==> src/rtl/mem_port_arbiter_if.sv <==
// Requester-side and memory-side signals of the two-port memory arbiter.
// The arbiter takes the slave view; the requesters and RAM together take the master view.
interface mem_port_arbiter_if #(
    parameter int ADDR_W = 16,
    parameter int DATA_W = 16
);
    logic              req0;
    logic              we0;
    logic [ADDR_W-1:0] addr0;
    logic [DATA_W-1:0] wdata0;
    logic              ack0;
    logic              req1;
    logic              we1;
    logic [ADDR_W-1:0] addr1;
    logic [DATA_W-1:0] wdata1;
    logic              ack1;
    logic [DATA_W-1:0] rdata;
    logic              busy;
    logic [ADDR_W-1:0] mem_addr;
    logic [DATA_W-1:0] mem_wdata;
    logic              mem_wren;
    logic [DATA_W-1:0] mem_rdata;

    modport slave (
        input  req0, we0, addr0, wdata0,
        input  req1, we1, addr1, wdata1,
        input  mem_rdata,
        output ack0, ack1, rdata, busy,
        output mem_addr, mem_wdata, mem_wren
    );

    modport master (
        output req0, we0, addr0, wdata0,
        output req1, we1, addr1, wdata1,
        output mem_rdata,
        input  ack0, ack1, rdata, busy,
        input  mem_addr, mem_wdata, mem_wren
    );
endinterface

==> src/rtl/mem_port_arbiter.sv <==
// Shares one block-RAM port between the CPU data path (port 0, fixed priority)
// and a secondary reader (port 1), forcing port 1 after MAX_WAIT consecutive losses.
module mem_port_arbiter #(
    parameter int ADDR_W   = 16,
    parameter int DATA_W   = 16,
    parameter int RD_LAT   = 2,
    parameter int MAX_WAIT = 8
) (
    input  logic              clk,
    input  logic              reset,
    mem_port_arbiter_if.slave bus
);
    localparam int SW = $clog2(MAX_WAIT + 1);
    localparam int LW = (RD_LAT > 1) ? $clog2(RD_LAT) : 1;

    typedef enum logic [1:0] {IDLE, ISSUE, RDWAIT, ACK} state_t;

    state_t            state, state_nxt;
    logic [SW-1:0]     starve, starve_nxt;
    logic [LW-1:0]     lat_cnt, lat_cnt_nxt;
    logic              owner;
    logic              we_q;
    logic              grant;
    logic              grant_port;
    logic              capture;
    logic [ADDR_W-1:0] mem_addr_q;
    logic [DATA_W-1:0] mem_wdata_q;
    logic [DATA_W-1:0] rdata_q;

    function automatic logic [SW-1:0] sat_inc(input logic [SW-1:0] v);
        if (v >= SW'(MAX_WAIT)) return SW'(MAX_WAIT);
        return v + SW'(1);
    endfunction

    always_comb begin
        state_nxt    = state;
        starve_nxt   = starve;
        lat_cnt_nxt  = lat_cnt;
        grant        = 1'b0;
        grant_port   = 1'b0;
        capture      = 1'b0;
        bus.ack0     = 1'b0;
        bus.ack1     = 1'b0;
        bus.mem_wren = 1'b0;
        bus.busy     = (state != IDLE);

        case (state)
            IDLE: begin
                if (bus.req0 && bus.req1) begin
                    grant = 1'b1;
                    if (starve >= SW'(MAX_WAIT)) begin
                        grant_port = 1'b1;
                        starve_nxt = '0;
                    end else begin
                        starve_nxt = sat_inc(starve);
                    end
                end else if (bus.req1) begin
                    grant      = 1'b1;
                    grant_port = 1'b1;
                    starve_nxt = '0;
                end else begin
                    // Port 1 not waiting, so any accumulated loss count is void.
                    grant      = bus.req0;
                    starve_nxt = '0;
                end
                if (grant) state_nxt = ISSUE;
            end
            ISSUE: begin
                bus.mem_wren = we_q;
                if (we_q) begin
                    state_nxt = ACK;
                end else begin
                    lat_cnt_nxt = LW'(RD_LAT - 1);
                    state_nxt   = RDWAIT;
                end
            end
            RDWAIT: begin
                if (lat_cnt == '0) begin
                    capture   = 1'b1;
                    state_nxt = ACK;
                end else begin
                    lat_cnt_nxt = lat_cnt - LW'(1);
                end
            end
            ACK: begin
                bus.ack0  = ~owner;
                bus.ack1  = owner;
                state_nxt = IDLE;
            end
            default: state_nxt = IDLE;
        endcase
    end

    always_ff @(posedge clk) begin
        if (!reset) begin
            state   <= IDLE;
            starve  <= '0;
            lat_cnt <= '0;
            owner   <= 1'b0;
            we_q    <= 1'b0;
        end else begin
            state   <= state_nxt;
            starve  <= starve_nxt;
            lat_cnt <= lat_cnt_nxt;
            if (grant) begin
                owner <= grant_port;
                we_q  <= grant_port ? bus.we1 : bus.we0;
            end
        end
    end

    // Memory-facing registers: address and write data are latched once at grant
    // and held stable until the next grant.
    always_ff @(posedge clk) begin
        if (!reset) begin
            mem_addr_q  <= '0;
            mem_wdata_q <= '0;
            rdata_q     <= '0;
        end else begin
            if (grant) begin
                mem_addr_q  <= grant_port ? bus.addr1  : bus.addr0;
                mem_wdata_q <= grant_port ? bus.wdata1 : bus.wdata0;
            end
            if (capture) rdata_q <= bus.mem_rdata;
        end
    end

    assign bus.mem_addr  = mem_addr_q;
    assign bus.mem_wdata = mem_wdata_q;
    assign bus.rdata     = rdata_q;
endmodule

==> src/flat_wrapper.sv <==
// flat-port wrapper written by rule: the top's interface ports become plain ports
module mem_port_arbiter_flat 
#(
    parameter int ADDR_W   = 16,
    parameter int DATA_W   = 16,
    parameter int RD_LAT   = 2,
    parameter int MAX_WAIT = 8
)
  (clk, reset, bus_req0, bus_we0, bus_addr0, bus_wdata0, bus_req1, bus_we1, bus_addr1, bus_wdata1, bus_mem_rdata, bus_ack0, bus_ack1, bus_rdata, bus_busy, bus_mem_addr, bus_mem_wdata, bus_mem_wren);
  mem_port_arbiter_if #(.ADDR_W(ADDR_W), .DATA_W(DATA_W)) bus_i ();
  input  logic clk;
  input  logic reset;
  input wire logic [$bits(bus_i.req0)-1:0] bus_req0;
  input wire logic [$bits(bus_i.we0)-1:0] bus_we0;
  input wire logic [$bits(bus_i.addr0)-1:0] bus_addr0;
  input wire logic [$bits(bus_i.wdata0)-1:0] bus_wdata0;
  input wire logic [$bits(bus_i.req1)-1:0] bus_req1;
  input wire logic [$bits(bus_i.we1)-1:0] bus_we1;
  input wire logic [$bits(bus_i.addr1)-1:0] bus_addr1;
  input wire logic [$bits(bus_i.wdata1)-1:0] bus_wdata1;
  input wire logic [$bits(bus_i.mem_rdata)-1:0] bus_mem_rdata;
  output wire logic [$bits(bus_i.ack0)-1:0] bus_ack0;
  output wire logic [$bits(bus_i.ack1)-1:0] bus_ack1;
  output wire logic [$bits(bus_i.rdata)-1:0] bus_rdata;
  output wire logic [$bits(bus_i.busy)-1:0] bus_busy;
  output wire logic [$bits(bus_i.mem_addr)-1:0] bus_mem_addr;
  output wire logic [$bits(bus_i.mem_wdata)-1:0] bus_mem_wdata;
  output wire logic [$bits(bus_i.mem_wren)-1:0] bus_mem_wren;
  assign bus_i.req0 = bus_req0;
  assign bus_i.we0 = bus_we0;
  assign bus_i.addr0 = bus_addr0;
  assign bus_i.wdata0 = bus_wdata0;
  assign bus_i.req1 = bus_req1;
  assign bus_i.we1 = bus_we1;
  assign bus_i.addr1 = bus_addr1;
  assign bus_i.wdata1 = bus_wdata1;
  assign bus_i.mem_rdata = bus_mem_rdata;
  assign bus_ack0 = bus_i.ack0;
  assign bus_ack1 = bus_i.ack1;
  assign bus_rdata = bus_i.rdata;
  assign bus_busy = bus_i.busy;
  assign bus_mem_addr = bus_i.mem_addr;
  assign bus_mem_wdata = bus_i.mem_wdata;
  assign bus_mem_wren = bus_i.mem_wren;
  mem_port_arbiter #(.ADDR_W(ADDR_W), .DATA_W(DATA_W), .RD_LAT(RD_LAT), .MAX_WAIT(MAX_WAIT)) u_core (.clk(clk), .reset(reset), .bus(bus_i));
endmodule
==> config.mk <==
export PLATFORM = sky130hd
export DESIGN_NAME = mem_port_arbiter_flat
export DESIGN_NICKNAME = d
export VERILOG_FILES = /design/src/rtl/mem_port_arbiter_if.sv /design/src/rtl/mem_port_arbiter.sv /design/src/flat_wrapper.sv
export SDC_FILE = /design/constraint.sdc
export NUM_CORES = 1
export LEC_CHECK = 0
export ABC_AREA = 1
export BUFFER_PORTS_ARGS = -buffer_cell sky130_fd_sc_hd__buf_2
export CAP_MARGIN = 20
export CORE_ASPECT_RATIO = 0.8
export CORE_MARGIN = 3
export CORE_UTILIZATION = 41
export DETAILED_ROUTE_END_ITERATION = 16
export GPL_ROUTABILITY_DRIVEN = 1
export PLACE_DENSITY = 0.74
export SYNTH_ARGS = -nofsm -noshare
export SYNTH_HDL_FRONTEND = slang
export SYNTH_SLANG_ARGS = --single-unit
==> constraint.sdc <==
create_clock -name clk -period 1.55 [get_ports clk]
set_input_delay 0.0775 -clock clk [delete_from_list [all_inputs] [get_ports clk]]
set_output_delay 0.0775 -clock clk [all_outputs]
set_load 0.01 [all_outputs]
==> results of run 1 <==
registers in the layout (all words and copies together), names as in the netlist:
signal,count
u_core.we_q,1
u_core.bus.mem_wdata,16
u_core.lat_cnt,1
u_core.owner,1
u_core.bus.mem_addr,16
u_core.bus.rdata,16
u_core.state,2
u_core.starve,4
repair_timing:
item | in CTS | in global routing
gates resized for setup | 1 | 6
hold buffers | 16 | 0
endpoints found under the setup margin | 1 | 38
setup buffers | 0 | 0
endpoints found under the hold margin | 16 | 0
cell usage in the layout (no fill, tap or decap), drive strengths merged:
master         n
xor2           1
nand4          1
nor3           1
nand2         82
inv           50
clkbuf        11
clkinvlp       1
a21oi          5
buf          149
dfxtp         57
clkinv         2
nor2         106
a211oi         1
nand3         69
o21ai         19
dlygate4sd3   16
ha             6
critical path: stages, from the launching register on:
cell                      delay (ns)
sky130_fd_sc_hd__dfxtp_1        0.40
sky130_fd_sc_hd__inv_1          0.11
sky130_fd_sc_hd__ha_4           0.19
sky130_fd_sc_hd__inv_2          0.07
sky130_fd_sc_hd__buf_4          0.14
sky130_fd_sc_hd__buf_2          0.14
cells by family (layout without fill, tap and decap cells):
kind of cell	count (synthesis)	count (layout)	share of synthesized area, %
AO/OA/AOI/OAI	25	25	4.64
XOR/XNOR	1	1	0.319
adder cells (fa/ha/maj)	6	6	2.73
buffers and inverters	73	229	11.8
flip-flops	57	57	41.5
AND/OR/NAND/NOR	259	259	39.0
through the flow:
step	cells	TNS, ns	hold WS (ns)	instance area, um^2	total power [mW]
2_1_floorplan	421	0	0.212	2750	4.41
3_3_place_gp	631	0	0.299	3510	5.32
3_5_place_dp	631	0	0.309	3510	5.40
4_1_cts	661	0	0.00813	3840	6.69
5_1_grt	661	-0.00362	0.0318	3860	7.31
6_report	661	0	0.0253	3860	6.68
cell type report:
cell class | count | area (um^2) | share of cell area (%)
Multi-Input combinational cell | 291 | 1300 | 33.6
Sequential cell | 57 | 1140 | 29.5
Timing Repair Buffer | 165 | 963 | 24.9
Inverter | 50 | 188 | 4.86
Clock buffer | 11 | 151 | 3.92
Tap cell | 84 | 105 | 2.72
Clock inverter | 3 | 17.5 | 0.454
how the worst min path moves through the flow:
stage / start / endpoint / depth (start not counted)
floorplan: bus_mem_rdata[0] / u_core.bus.rdata[0] / 2
global placement: bus_mem_rdata[14] / u_core.bus.rdata[14] / 3
detailed placement: bus_mem_rdata[15] / u_core.bus.rdata[15] / 3
CTS: bus_addr0[1] / u_core.bus.mem_addr[1] / 5
global route: bus_addr0[5] / u_core.bus.mem_addr[5] / 5
finish: bus_addr0[1] / u_core.bus.mem_addr[1] / 5
where the power goes:
| group | switching (mW) | leakage (nW) | total [mW] | internal, mW |
|---|---|---|---|---|
| Clock | 0.562 | 0.0871 | 1.21 | 0.643 |
| Sequential | 0.280 | 0.471 | 2.29 | 2.01 |
| Combinational | 1.90 | 1.68 | 3.19 | 1.29 |
routing by layer:
layer | track usage [%] | share of wire (%) | up-vias
li1 | - | - | 1602
met1 | 24.0 | 43 | 1311
met2 | 33.3 | 49 | 106
met3 | 5.44 | 7.0 | 6
met4 | 5.26 | 0.78 | 0
met5 | 0 | 0 | -
==> results.txt, run 1 <==
* Least setup slack across all paths after layout: 0.104 ns
* Count of filler cells inserted in the layout: 577
* Initial drt markers: 126
- The worst path in the final design needs a cycle of 1.45 ns, including I/O delays and setup.
- Final HPWL DP: 5.29 mm
* Crit path launch type: flip-flop
- Across every metal layer, demand over resource in global routing totals 19.4%.
- # diodes: 0
- Share of the clock period used by the worst path: 93.3%
- After detailed routing, the average wire length per cell comes to 11.4 um.
* Max-slew violation count: 0
- The first TritonRoute pass finished after 5 iterations.
* GRT overflow: 0
* Number of nets produced by synthesis: 513
- Number of nets in the layout: 666
* Num Clock Sinks: 57
- The flow ran to the end, and the final reports show no timing, DRC or antenna violations.
- Wires add up to 7.56 mm.
- Growth of design area from synthesis to finish: 40.5%
- Achievable frequency: 0.691 GHz
- The longest clock path from root to sink contains 2 buffers.
* Endpoint of the most critical register-to-register path: u_core.bus.mem_addr[4]
- Clock H-tree levels: 3
- Placeable core region: 6440 um^2
- Cell area after synthesis: 2750 um^2
- Input and output buffers added on the ports amount to 137.
* Cell taking the most area after synthesis: sky130_fd_sc_hd__dfxtp_1
- For this configuration, the core starts out at a cell density of 42.7%.
- Post-route ant nets: 0
* Number of synthesized flops with an enable pin: 0
- Initial antenna violation count: 0
* Leak: 2.24 nW
* #FFs+latches synth: 57
* DP Worst Slack: 0.0413 ns
* Reg clk slew, reported paths: 0.07 ns
* Syn. warnings: 0
- R2R Setup Slk: 0.14 ns
- In this run the worst path has a maximum fanout of 6.
- Slew @ Worst Pin: 0.394 ns
- Layout Utilization: 60.0%
- Ranked by instance count, the synthesized netlist is headed by sky130_fd_sc_hd__nor2_1 (105), sky130_fd_sc_hd__nand2_1 (81), sky130_fd_sc_hd__nand3_1 (69).
- Seq/Total Area, Yosys: 41.5%
* Number of core rows: 26
- The synthesized design devotes to its leading area cell type 41.5% of total area.
- Root buf cell: sky130_fd_sc_hd__clkbuf_8
- For the worst-skew pair, the clock arrives at the later sink with an insertion delay of 0.33 ns.
- The number of cells on the worst reg-to-reg path is 9.
* Crit path DAT: 1.37 ns
* Final routed DRC violation total: 0
* Asr flop ratio synth: 0%
- Required time of the critical path: 1.47 ns
- Pin count of the biggest net entering global routing: 42
* Cts bufs inserted: 9
- Yosys cell types: 20
* Source of the critical timing path: u_core.state[1]
- Chip height: 79.2 um
* Average instance area after synthesis: 6.53 um^2
- Top FF cell, synth: sky130_fd_sc_hd__dfxtp_1
* Worst hold-check path type: input pin to flip-flop
- Layout cell share with drive strength beyond 1: 29.5%
- Number of failing setup endpoints in the final timing report: 0
- The first global-routing pass estimated 12.3 mm of wire.
* Tightest slew margin relative to the limit: 73.7%
* Area of the die: 7730 um^2
* Max-capacitance violation count: 0
- The critical path is of the flip-flop to primary output type.
* Via count: 3025
- TritonCTS built the clock tree.
- Global placer's final weighted congestion: 0.791
- The most common cell in the synthesized netlist is sky130_fd_sc_hd__nor2_1.
- Die X-Extent: 97.5 um
- After detailed routing, the number of vias per cell comes to 4.58.
- Worst setup path end: bus_busy
* Maximum VDD drop: 0.883 mV
- Biggest area contributors in the synthesized netlist: sky130_fd_sc_hd__dfxtp_1 (42%), sky130_fd_sc_hd__nor2_1 (14%), sky130_fd_sc_hd__nand3_1 (13%), sky130_fd_sc_hd__nand2_1 (11%), sky130_fd_sc_hd__inv_1 (6.4%)
* Vias in the first global route: 2752
- Worst Clk Skew: 0.0111 ns
- Total count of hold-check failures in the final report: 0
- Pwr/cell area: 1730 nW/um^2
* Ports: 138
* Number of instances in the synthesized netlist: 421
- The worst register-to-register path begins at u_core.state[1].
- STA classifies the critical path endpoint as a primary output.
Power figures use the tool's default switching activity.
==> run 2, diff against run 1 <==
ABC_AREA = default   (was 1)
==> run 2 against run 1 <==
Via count is 4.8% lower. Sequential share of layout area is 0.60 points lower. Register-to-register slack worse by 0.10 ns. Final area is 2.2% higher. Largest cell class unchanged.
==> results.txt, run 2 <==
- The run finished with clean final reports.
* Number of instances in the synthesized netlist: 317
- Number of nets produced by synthesis: 409
- On the final layout, the worst clock skew is 0.00855 ns.
* Number of iterations in the first detailed-routing pass: 4
- For the worst-skew pair, the clock arrives at the later sink with an insertion delay of 0.33 ns.
- Cell types with the highest counts after synthesis: sky130_fd_sc_hd__nor3_1 (66), sky130_fd_sc_hd__dfxtp_1 (57), sky130_fd_sc_hd__nand2_1 (38)
* Share of the clock period used by the worst path: 97.4%
* Final HPWL DP: 5.54 mm
- 0 antenna diodes ended up in the layout.
* Average instance area after synthesis: 8.72 um^2
- Placeable core region: 6470 um^2
- Growth of design area from synthesis to finish: 42.8%
- In this design, the stage delay of the slowest critical-path cell is 0.32 ns.
- At the end of routability-driven placement, the weighted congestion stood at 0.834.
- Achievable frequency: 0.662 GHz
* Chip height: 79.5 um
- After synthesis the cells add up to 2770 um^2.
* Number of core rows: 26
- In this run the tool buffered the top-level ports with 137 buffer cells.
- Entering global routing, the biggest net connects 41 pins.
* Seq/Total Area, Yosys: 41.3%
* Highest metal layer used by the detailed router: met5
- Max-capacitance violation count: 0
- GRT Total Usage: 21.5%
- Unrepaired setup endpoints after global routing: true
- Die X-Extent: 97.8 um
* Initial antenna violation count: 1
- The first routing iteration left 117 violations.
* Layout Utilization: 61.0%
* Asr flop ratio synth: 0%
- Setup violations remaining at the end of the flow were counted as 0.
* Most common cell in the netlist: sky130_fd_sc_hd__nor3_1
- Via count: 2881
* Leading cell type in the layout, fill and taps excluded: sky130_fd_sc_hd__buf_2
- CTS saw 57 sinks.
- For the pin with the worst max-slew slack, the measured transition is 0.386 ns.
- The slowest stage of the critical path belongs to the cell sky130_fd_sc_hd__dfxtp_2.
- No sink is reached through more buffers than the 2 on the longest clock path.
- In this design, the critical path's most frequently occurring cell is sky130_fd_sc_hd__buf_4.
* Vias in the first global route: 2891
- Maximum VDD drop: 0.835 mV
* Yosys cell types: 32
- CP max FO: 5
- After routing the design area is 3950 um^2.
* Top FF cell, synth: sky130_fd_sc_hd__dfxtp_1
- Ranked by total cell area, the synthesized netlist is headed by sky130_fd_sc_hd__dfxtp_1 (41%), sky130_fd_sc_hd__a211oi_2 (13%), sky130_fd_sc_hd__nor3_1 (12%), sky130_fd_sc_hd__o21ai_0 (6.3%), sky130_fd_sc_hd__nand2_1 (5.2%).
- DP Worst Slack: 0.0784 ns
- The initial utilization of the core area, before any placement, comes to 42.7%.
- The net count of the finished layout is 561.
* #FFs+latches synth: 57
- The detailed router put a total of 3.71 mm of wire on met1.
- Summed over all cells, the static leakage comes to 1.72 nW.
- The root buffer cell chosen for the clock tree is sky130_fd_sc_hd__clkbuf_8.
- Least setup slack across all paths after layout: 0.0403 ns
- Syn. warnings: 0
- Drt via density: 5.17
* Post-route worst hold slack: 0.0292 ns
* Required time of the critical path: 1.75 ns
- Ports: 138
- Leading cell types in the layout, fill and taps excluded: sky130_fd_sc_hd__buf_2 (137), sky130_fd_sc_hd__nor3_1 (66), sky130_fd_sc_hd__dfxtp_1 (56)
* Placed Instance Area: 3590 um^2
- For this run, design rule violations remaining after detail routing come to 0.
- The critical path is of the flip-flop to flip-flop type.
* Area of the die: 7770 um^2
* GRT overflow: 0
- Clock H-tree levels: 3
- The count of nets left with antenna violations once routing finished came out at 0.
* Met3 WL: 642 um
* Routed wire per std cell: 14.9 um
* Count of filler cells inserted in the layout: 589
- Layout cell share with drive strength beyond 1: 44.0%
- Clock tree synthesis inserted a total of 9 buffers.
- Tightest slew margin relative to the limit: 74.3%
- Summed over all instances, the cell type with the most area after synthesis is sky130_fd_sc_hd__dfxtp_1.
- In this run the worst hold path is classified as input pin to flip-flop.
- Counting flops with a built-in enable in the synthesized netlist gives 0.
- The number of max-slew violations in the final report came to 0.
* Total count of hold-check failures in the final report: 0
- The first global-routing pass estimated 13.5 mm of wire.
- STA classifies the critical path endpoint as a flip-flop.
- Detailed routing placed a total of 3.84 mm of wire on met2.
- The number of buffers and inverters on the critical path is 5.
* Crit path launch type: flip-flop
- Data on the critical path arrives at its endpoint at 1.71 ns.
- TritonCTS built the clock tree.
- Subtracting the final worst setup slack from the clock period gives 1.51 ns.
* Final-layout setup total negative slack: 0 ns
- Total wire length: 8.30 mm
* CP delay by family, top: buffers and inverters
- Crit path cell chain: inv_1, ha_2, buf_4, inv_4, buf_6, buf_4, nor3_1, a211oi_2
* Portion of synthesized cell area occupied by the leading cell type: 41.3%
* Pwr/cell area: 1570 nW/um^2
- Reg clk slew, reported paths: 0.07 ns
[run 2: changes by cell type after synthesis, moves of 16 or more]
cell / change
sky130_fd_sc_hd__nor3_1: +65
sky130_fd_sc_hd__inv_1: -41
sky130_fd_sc_hd__o21ai_0: +16
sky130_fd_sc_hd__nor2_1: -101
sky130_fd_sc_hd__a211oi_2: +29
sky130_fd_sc_hd__nand2_1: -43
sky130_fd_sc_hd__a21boi_0: +16
sky130_fd_sc_hd__nand3_1: -69
sky130_fd_sc_hd__clkbuf_1: +18
[run 2: final timing paths]
path	endpoint	depth (start not counted)	slack, ns	startpoint
worst max-delay path	u_core.bus.mem_wdata[9]	8	0.04	u_core.state[1]
worst min-delay path	u_core.bus.mem_wdata[1]	3	0.03	bus_wdata1[1]
worst min register to register	u_core.bus.rdata[9]	2	0.46	u_core.bus.rdata[9]
worst max register to register	u_core.bus.mem_wdata[9]	8	0.04	u_core.state[1]
[run 2: logic make-up (layout without fill, tap and decap cells)]
family	Yosys count	after routing	synth area share, %
muxes	2	2	0.724
adders and majority gates	6	6	2.71
xor gates and xnor gates	2	2	0.634
DFF	57	57	41.3
AOI/OAI and AO/OA	92	92	27.2
and+or+nand+nor	120	120	20.6
buffers and inverters	38	194	6.88
[run 2: metrics by stage]
stage	std cells	power (mW)
global placement	524	4.83
finish	557	6.19
detailed placement	524	4.88
global route	557	6.61
CTS	557	6.17
floorplan	317	3.82
[run 2: metal layers]
layer	track usage, %	vias to the layer above
li1	-	1431
met4	6.22	2
met1	27.0	1316
met3	7.25	10
met2	35.2	122
met5	0	-
[run 2: area by class of cell]
class	count	area [um^2]	share of cell area, %
sequential	57	1140	28.9
clock buffer	11	141	3.58
clock inverter	4	20.0	0.507
tap	84	105	2.66
inverter	6	25.0	0.634
multi-input combinational	222	1450	36.8
timing repair buffer	173	1060	26.9
[run 2: repair_timing]
item	4_1_cts	5_1_grt
setup endpoints to repair	1	35
gates resized for setup	2	9
setup buffers	2	0
hold endpoints to repair	16	0
hold buffers	16	0
[run 2: power breakdown]
group	internal, mW	switching (mW)	total [mW]	leakage [nW]
Clock	0.603	0.565	1.17	0.0887
Combinational	1.29	1.54	2.83	1.16
Sequential	1.94	0.255	2.19	0.470
Total	3.83	2.36	6.19	1.72
[run 2: worst register-to-register path: stages (launching register included)]
cell                       delay, ns
sky130_fd_sc_hd__dfxtp_2        0.32
sky130_fd_sc_hd__inv_1          0.07
sky130_fd_sc_hd__ha_2           0.20
sky130_fd_sc_hd__buf_4          0.14
sky130_fd_sc_hd__inv_4          0.05
sky130_fd_sc_hd__buf_6          0.12
sky130_fd_sc_hd__buf_4          0.14
sky130_fd_sc_hd__nor3_1         0.25
sky130_fd_sc_hd__a211oi_2       0.11
